===== src/rtl/score_pkg.sv =====
// score_pkg: shared BCD constants, FSM encodings and elaboration helpers for the score counter
package score_pkg;
    localparam int BCD_W = 4;
    localparam logic [BCD_W-1:0] BCD_MAX = 4'd9;
    typedef enum logic {ST_PLAY = 1'b0, ST_WON = 1'b1} state_t;
    function automatic logic [31:0] int_to_bcd(input int value, input int ndigits);
        logic [31:0] r;
        int v;
        r = '0;
        v = value;
        for (int k = 0; k < 8; k++) begin
            if (k < ndigits) begin
                r[BCD_W*k +: BCD_W] = 4'(v % 10);
                v = v / 10;
            end
        end
        return r;
    endfunction
endpackage


===== src/rtl/bcd_digit.sv =====
// bcd_digit: one BCD digit with clear, clamped load and carry/borrow-chained up/down step
module bcd_digit
    import score_pkg::*;
(
    input  logic             clk,
    input  logic             reset,
    input  logic             inc,
    input  logic             dec,
    input  logic             cin,
    input  logic             bin,
    input  logic             clr,
    input  logic             load,
    input  logic [BCD_W-1:0] load_nib,
    output logic [BCD_W-1:0] q,
    output logic [BCD_W-1:0] ld_q,
    output logic             cout,
    output logic             bout,
    output logic             is9,
    output logic             is0
);
    logic [BCD_W-1:0] q_nxt;
    assign ld_q = (load_nib > BCD_MAX) ? BCD_MAX : load_nib;
    assign is9  = q == BCD_MAX;
    assign is0  = q == '0;
    assign cout = cin & is9;
    assign bout = bin & is0;
    always_comb
        q_nxt = clr ? '0 :
                load ? ld_q :
                (inc && cin) ? (is9 ? '0 : q + 4'd1) :
                (dec && bin) ? (is0 ? BCD_MAX : q - 4'd1) : q;
    always_ff @(posedge clk or posedge reset)
        if (reset) q <= '0;
        else q <= q_nxt;
endmodule


===== src/rtl/bcd_score_counter.sv =====
// bcd_score_counter: N-digit BCD up/down score counter with load, wrap/saturate and win FSM
module bcd_score_counter
    import score_pkg::*;
#(
    parameter int NUM_DIGITS = 2,
    parameter int WRAP_MODE  = 1,
    parameter int WIN_SCORE  = 11
) (
    input  logic                        clk,
    input  logic                        reset,
    input  logic                        d_inc,
    input  logic                        d_dec,
    input  logic                        d_clr,
    input  logic                        d_load,
    input  logic [BCD_W*NUM_DIGITS-1:0] load_val,
    output logic [BCD_W*NUM_DIGITS-1:0] digits,
    output logic                        at_zero,
    output logic                        at_max,
    output logic                        won,
    output logic                        win_pulse,
    output logic                        ovf_pulse
);
    localparam int W = BCD_W * NUM_DIGITS;
    localparam int MAX_VAL = 10 ** NUM_DIGITS - 1;
    localparam logic [31:0] WIN_FULL = int_to_bcd(WIN_SCORE, NUM_DIGITS);
    localparam logic [31:0] PRE_FULL = int_to_bcd((WIN_SCORE == 0) ? 0 : WIN_SCORE - 1, NUM_DIGITS);
    localparam logic [W-1:0] WIN_BCD = WIN_FULL[W-1:0];
    localparam logic [W-1:0] PRE_BCD = PRE_FULL[W-1:0];
    if (NUM_DIGITS < 1 || NUM_DIGITS > 8) begin : g_bad_digits
        $error("bcd_score_counter: NUM_DIGITS must be 1..8");
    end
    if (WIN_SCORE < 0 || WIN_SCORE > MAX_VAL) begin : g_bad_win
        $error("bcd_score_counter: WIN_SCORE exceeds counter range");
    end
    logic [NUM_DIGITS:0] carry, borrow;
    logic [NUM_DIGITS-1:0] is9, is0;
    logic [W-1:0] ld_clamped;
    logic step_inc, step_dec, inc_en, dec_en, ovf_ev, hit_win, ld_win, win_ev;
    state_t state, state_nxt;
    assign carry[0]  = 1'b1;
    assign borrow[0] = 1'b1;
    for (genvar k = 0; k < NUM_DIGITS; k++) begin : g_digit
        bcd_digit u_digit (
            .clk      (clk),
            .reset    (reset),
            .inc      (inc_en),
            .dec      (dec_en),
            .cin      (carry[k]),
            .bin      (borrow[k]),
            .clr      (d_clr),
            .load     (d_load),
            .load_nib (load_val[BCD_W*k +: BCD_W]),
            .q        (digits[BCD_W*k +: BCD_W]),
            .ld_q     (ld_clamped[BCD_W*k +: BCD_W]),
            .cout     (carry[k+1]),
            .bout     (borrow[k+1]),
            .is9      (is9[k]),
            .is0      (is0[k])
        );
    end
    assign at_max   = &is9;
    assign at_zero  = &is0;
    assign step_inc = (state == ST_PLAY) & ~d_clr & ~d_load & d_inc & ~d_dec;
    assign step_dec = (state == ST_PLAY) & ~d_clr & ~d_load & d_dec & ~d_inc;
    assign inc_en   = step_inc & ((WRAP_MODE != 0) | ~at_max);
    assign dec_en   = step_dec & ((WRAP_MODE != 0) | ~at_zero);
    // A carry or borrow out of the top digit is exactly a wrap/saturate event
    assign ovf_ev   = (step_inc & carry[NUM_DIGITS]) | (step_dec & borrow[NUM_DIGITS]);
    assign hit_win  = (WIN_SCORE != 0) && step_inc && (digits == PRE_BCD);
    assign ld_win   = (WIN_SCORE != 0) && (ld_clamped >= WIN_BCD);
    always_ff @(posedge clk or posedge reset)
        if (reset) state <= ST_PLAY;
        else state <= state_nxt;
    always_comb
        state_nxt = d_clr ? ST_PLAY :
                    d_load ? (ld_win ? ST_WON : ST_PLAY) :
                    hit_win ? ST_WON : state;
    always_comb begin
        won    = state == ST_WON;
        win_ev = (state == ST_PLAY) && (state_nxt == ST_WON);
    end
    always_ff @(posedge clk or posedge reset)
        if (reset) begin
            win_pulse <= 1'b0;
            ovf_pulse <= 1'b0;
        end else begin
            win_pulse <= win_ev;
            ovf_pulse <= ovf_ev;
        end
endmodule


===== config.mk =====
export PLATFORM = sky130hd
export DESIGN_NAME = bcd_score_counter
export DESIGN_NICKNAME = d
export VERILOG_FILES = /design/src/rtl/score_pkg.sv /design/src/rtl/bcd_digit.sv /design/src/rtl/bcd_score_counter.sv
export SDC_FILE = /design/constraint.sdc
export NUM_CORES = 1
export LEC_CHECK = 0
export CORE_UTILIZATION = 35
export DETAILED_ROUTE_END_ITERATION = 7
export DONT_BUFFER_PORTS = 1
export GPL_ROUTABILITY_DRIVEN = 0
export PLACE_DENSITY = 0.56
export RECOVER_POWER = 25
export SETUP_SLACK_MARGIN = 0.1
export SKIP_CTS_REPAIR_TIMING = 1
export SLEW_MARGIN = 10
export SYNTH_ARGS = -nofsm -noshare
export SYNTH_HDL_FRONTEND = slang
export SYNTH_HIERARCHICAL = 1
export SYNTH_SLANG_ARGS = --single-unit

===== constraint.sdc =====
create_clock -name clk -period 2.8 [get_ports clk]
set_input_delay 0.28 -clock clk [delete_from_list [all_inputs] [get_ports clk]]
set_output_delay 0.28 -clock clk [all_outputs]
set_load 0.1 [all_outputs]

Word level (Yosys, flattened, before mapping):

Index checks and enable logic that the tools add are counted.

* flip-flop bits (word level): 11
* output and inout port bits: 13
* word-level logic and storage cells: 59

* reduce and logical (&&, ||, !) cells: 10
* add/subtract/negate cells: 4
* bitwise gates (word level): 16
* muxes and demuxes: 18
* order comparisons: 3
* equal/unequal tests: 3

Operators by type and width (number)
* $mux W4: 14
* $and A1 B1 Y1: 10
* $add A4 B1 Y4 const B: 2
* $eq A4 B4 Y1 const B: 2
* $eq A8 B5 Y1 const B: 1
* $ge A8 B5 Y1 const B: 1
* $gt A4 B4 Y1 const B: 2
* $logic_not A4 Y1: 2
* $reduce_bool A4 Y1: 2
* $sub A4 B1 Y4 const B: 2
* $not A1 Y1: 5
* $logic_and A1 B1 Y1: 4
* $mux W1: 4
* $reduce_and A2 Y1: 2
* $or A1 B1 Y1: 1

Depth between registers and ports, before layout:

* depth in word-level cells: 10
* mapped depth: 9
* depth with buffers taken out: 8

Cells and area by module:

Netlist, hierarchy kept.

Modules (own cells, without submodules)
* bcd_digit: instances 2, area each 457.9 sq um, cells an instance 56
* bcd_score_counter: instances 1, area each 244.0 sq um, cells an instance 23

Least setup slack after synthesis:

Ideal clock, no wire load.

* path type: reg2reg
* start: register g_digit[0].u_digit.q[0]
* end: register g_digit[1].u_digit.q[2]
* path slack: -0.043 ns
* required time: 2.718 ns
* arrival time: 2.761 ns
* cell stages (with the launch flop): 9
* cells stage by stage: dfrtp_1 -> ha_1 -> and3b_1 -> buf_6 -> and2_1 -> nand2_1 -> or3b_1 -> a2111o_1 -> a31oi_1

* word-level cells in the longest chain between the ends: 5

RTL lines
* start, declared: line bcd_digit.sv:14 `output logic [BCD_W-1:0] q,`
* start signal, assigned: line bcd_digit.sv:34 `else q <= q_nxt;`
* $eq A4 B4 Y1 (*): line bcd_digit.sv:23 `assign is9 = q == BCD_MAX;`
* net is9[0]: line bcd_score_counter.sv:36 `logic [NUM_DIGITS-1:0] is9, is0;`
* $logic_and A1 B1 Y1 (*): line bcd_digit.sv:30 `(inc && cin) ? (is9 ? '0 : q + 4'd1) :`
* $mux W4: line bcd_digit.sv:30
* $mux W4: line bcd_digit.sv:29 `load ? ld_q :`
* $mux W4: line bcd_digit.sv:28 `q_nxt = clr ? '0 :`
* end signal, assigned: line bcd_digit.sv:34
* end, declared: line bcd_digit.sv:14

Mark *: on every way through the listed nets, which the timed path passes. The rest lies on a longest branch.
A chain may end at the register's enable or synchronous reset.

Worst setup path in the final report:

* start: register g_digit[0].u_digit.q[0]
* end: register g_digit[1].u_digit.q[0]

RTL lines
* $logic_not A4 Y1: line bcd_digit.sv:24 `assign is0 = q == '0;`
* net is0[0]: line bcd_score_counter.sv:36
* $logic_and A1 B1 Y1: line bcd_digit.sv:31 `(dec && bin) ? (is0 ? BCD_MAX : q - 4'd1) : q;`
* $reduce_bool A4 Y1 (no line)

The timed path passes the listed nets, and every way through them passes these cells.

==> results.sh <==
export IMPL_final_cell_mix="nor2b_1, buf_4, a21oi_1, conb_1, dfrtp_1"
export IMPL_die_w_microns=59.6
export IMPL_skew_ps=2.93
export IMPL_critPathMaxFanout=8
export IMPL_cts_sinks=11
export IMPL_row_count=20
export IMPL_yosysTopAreaCellShare_pct=23.7
export IMPL_wl_met2_microns=1450
export IMPL_layout_drive_gt1_share_pct=15.9
export IMPL_io_pins=27
export IMPL_setup_viol=0
export IMPL_power_leakage_nw=0.557
export IMPL_synth_edff_count=0
export IMPL_max_cap_viol_count=0
export IMPL_hold_path_class="input port to flop"
export IMPL_syn_area_sq_um=1160
export IMPL_grt_overflow=0
export IMPL_ys_warn_count=6
export IMPL_grt_pass1_wl_microns=4750
export IMPL_synth_distinct_cells=44
export IMPL_root_buffer="clkbuf_4"
export IMPL_power_density_nw_per_um2=375
export IMPL_cts_buffer_depth=2
export IMPL_start_util_pct=37.4
export IMPL_cts_tree="done"
export IMPL_clkTransAtPathRegs_ps=70
export IMPL_peakVddDrop_v=0.000194
export IMPL_worst_slew_pin_slew_ps=864
export IMPL_drtPass1Iterations=4
export IMPL_nNetsFinal=174
export IMPL_drc=0
export IMPL_ys_seq_area_share_pct=23.7
export IMPL_ctsHtreeMaxLevel=1
export IMPL_worstSetupPathType="flop to flop"
export IMPL_syn_to_final_growth_pct=14.3
export IMPL_ys_top_cells_by_area="dfrtp_1, ha_1, nor2b_1"
export IMPL_wl_met1_microns=1370
export IMPL_wl_per_cell_microns=15.2
export IMPL_grt_max_degree=25
export IMPL_cts_buffers=3
export IMPL_core_area_sq_um=3100
export IMPL_cp_arrival_ps=2520
export IMPL_gr_usage_all_layers_pct=17.6
export IMPL_slew_headroom_pct=42.5
export IMPL_antenna_found_initial=0
export IMPL_diodes=0
export IMPL_status="finished clean"
export IMPL_grt_pass1_vias=991
export IMPL_synth_area_leader_cell="dfrtp_1"
export IMPL_fmax_mhz=419
export IMPL_p_total_mw=0.498
export IMPL_timing_hold_violations_final=0
export IMPL_drv_slew=0
export IMPL_fin_setup_tns_ps=0
export IMPL_dr_wl_met3_microns=141
export IMPL_dp_hpwl_microns=2250
export IMPL_drtIter0Drc=68
export IMPL_fin_crit_ps=2380
export IMPL_totalWireLength_microns=2970
export IMPL_synth_seq_cells=11
export IMPL_synth_avg_cell_area_sq_um=8.59
export IMPL_vias=1067
export IMPL_cp_required_ps=2940
export IMPL_rsz0062_at_grt="no"
export IMPL_netlist_instances=135
export IMPL_port_buffers=0
export IMPL_ant_nets=0
export IMPL_ys_flop_type="dfrtp_1"
export IMPL_viasPerCell=5.47
export IMPL_worstSetupEndpointType="flop"
export IMPL_async_flop_share_pct=100
export IMPL_fin_crit_sh_pct=85.2
export IMPL_startpoint_type="flop"
export IMPL_routed_top_layer="met4"
export IMPL_layout_commonest_cell="nor2b_1"
export IMPL_die_y_microns=59.6
export IMPL_die_area_sq_um=3550
export IMPL_clk_latency_ps=270
-- power breakdown --
| part | total, mW | leakage (nW) | internal (mW) | switching [mW] |
|---|---|---|---|---|
| clock network | 0.111 | 0.0150 | 0.0552 | 0.0557 |
| registers | 0.190 | 0.143 | 0.168 | 0.0224 |
| logic | 0.196 | 0.399 | 0.0612 | 0.135 |
-- per-layer routing --
layer	vias to the layer above	track usage [%]
li1	533	-
met5	-	0
met1	503	23.2
met3	2	5.02
met2	29	29.5
met4	0	1.99
-- layout make-up --
cell class              count  area [sq um]
inverters                   8          30.0
repair buffers             12           105
multi-input cells         116           832
well taps                  44          55.1
fillers                   329          1780
flip-flops and latches     11           278
clock buffers               4          26.3
-- synthesized netlist by cell type, drive strengths merged, types with 3 or more instances --
| cell | n |
|---|---|
| o31ai | 4 |
| nor3b | 3 |
| nor2 | 3 |
| buf | 6 |
| a311oi | 4 |
| inv | 8 |
| dfrtp | 11 |
| nand2 | 6 |
| nand2b | 3 |
| and2 | 6 |
| nor2b | 11 |
| ha | 8 |
| a21oi | 9 |
| o21ai | 8 |
| a31oi | 4 |
-- critical path, stage by stage (launching register included) --
cell	delay, ps
dfrtp_2	480
inv_1	140
ha_1	200
nor3b_1	460
and2_1	240
a22oi_1	170
a2111oi_0	450
nor3_1	110
-- state kept, by name, indices dropped and copies added (netlist names) --
name and flops:
won 1, g_digit.u_digit/q 8, ovf_pulse 1, win_pulse 1
-- path summary, 6_finish.rpt --
kind | start | to | slack, ps | cells past startpoint
max in group asynchronous | reset | g_digit[0].u_digit/q[1]$_DFFE_PP0P_ | 2240 | 2
worst min register to register | won$_DFF_PP0_ | won$_DFF_PP0_ | 710 | 3
min in group asynchronous | reset | won$_DFF_PP0_ | 380 | 2
worst min-delay path | d_clr | g_digit[0].u_digit/q[1]$_DFFE_PP0P_ | 50 | 1
worst max-delay path | g_digit[0].u_digit/q[0]$_DFFE_PP0P_ | g_digit[1].u_digit/q[0]$_DFFE_PP0P_ | 420 | 7
worst max register to register | g_digit[0].u_digit/q[0]$_DFFE_PP0P_ | g_digit[1].u_digit/q[0]$_DFFE_PP0P_ | 420 | 7
-- cells by family after synthesis --
group                      share of synthesized area, %
DFF                                                23.7
buffers and inverters                              7.12
muxes                                              1.73
and+or+nand+nor                                    30.6
adders and majority gates                          8.63
other                                             0.323
AOI/OAI and AO/OA                                  27.8
-- metrics by stage --
stage | hold WS [ps] | setup WS, ps | utilization (%) | instance area (sq um) | cells
finish | 54.1 | 416 | 42.7 | 1330 | 195
global route | 44.4 | 209 | 42.7 | 1330 | 195
CTS | -253 | 412 | 42.4 | 1320 | 194
detailed placement | 45.3 | 444 | 41.6 | 1290 | 190
global placement | 44.0 | 424 | 41.6 | 1290 | 190
floorplan | 33.6 | 147 | - | 1190 | 143
Power figures use the tool's default switching activity.
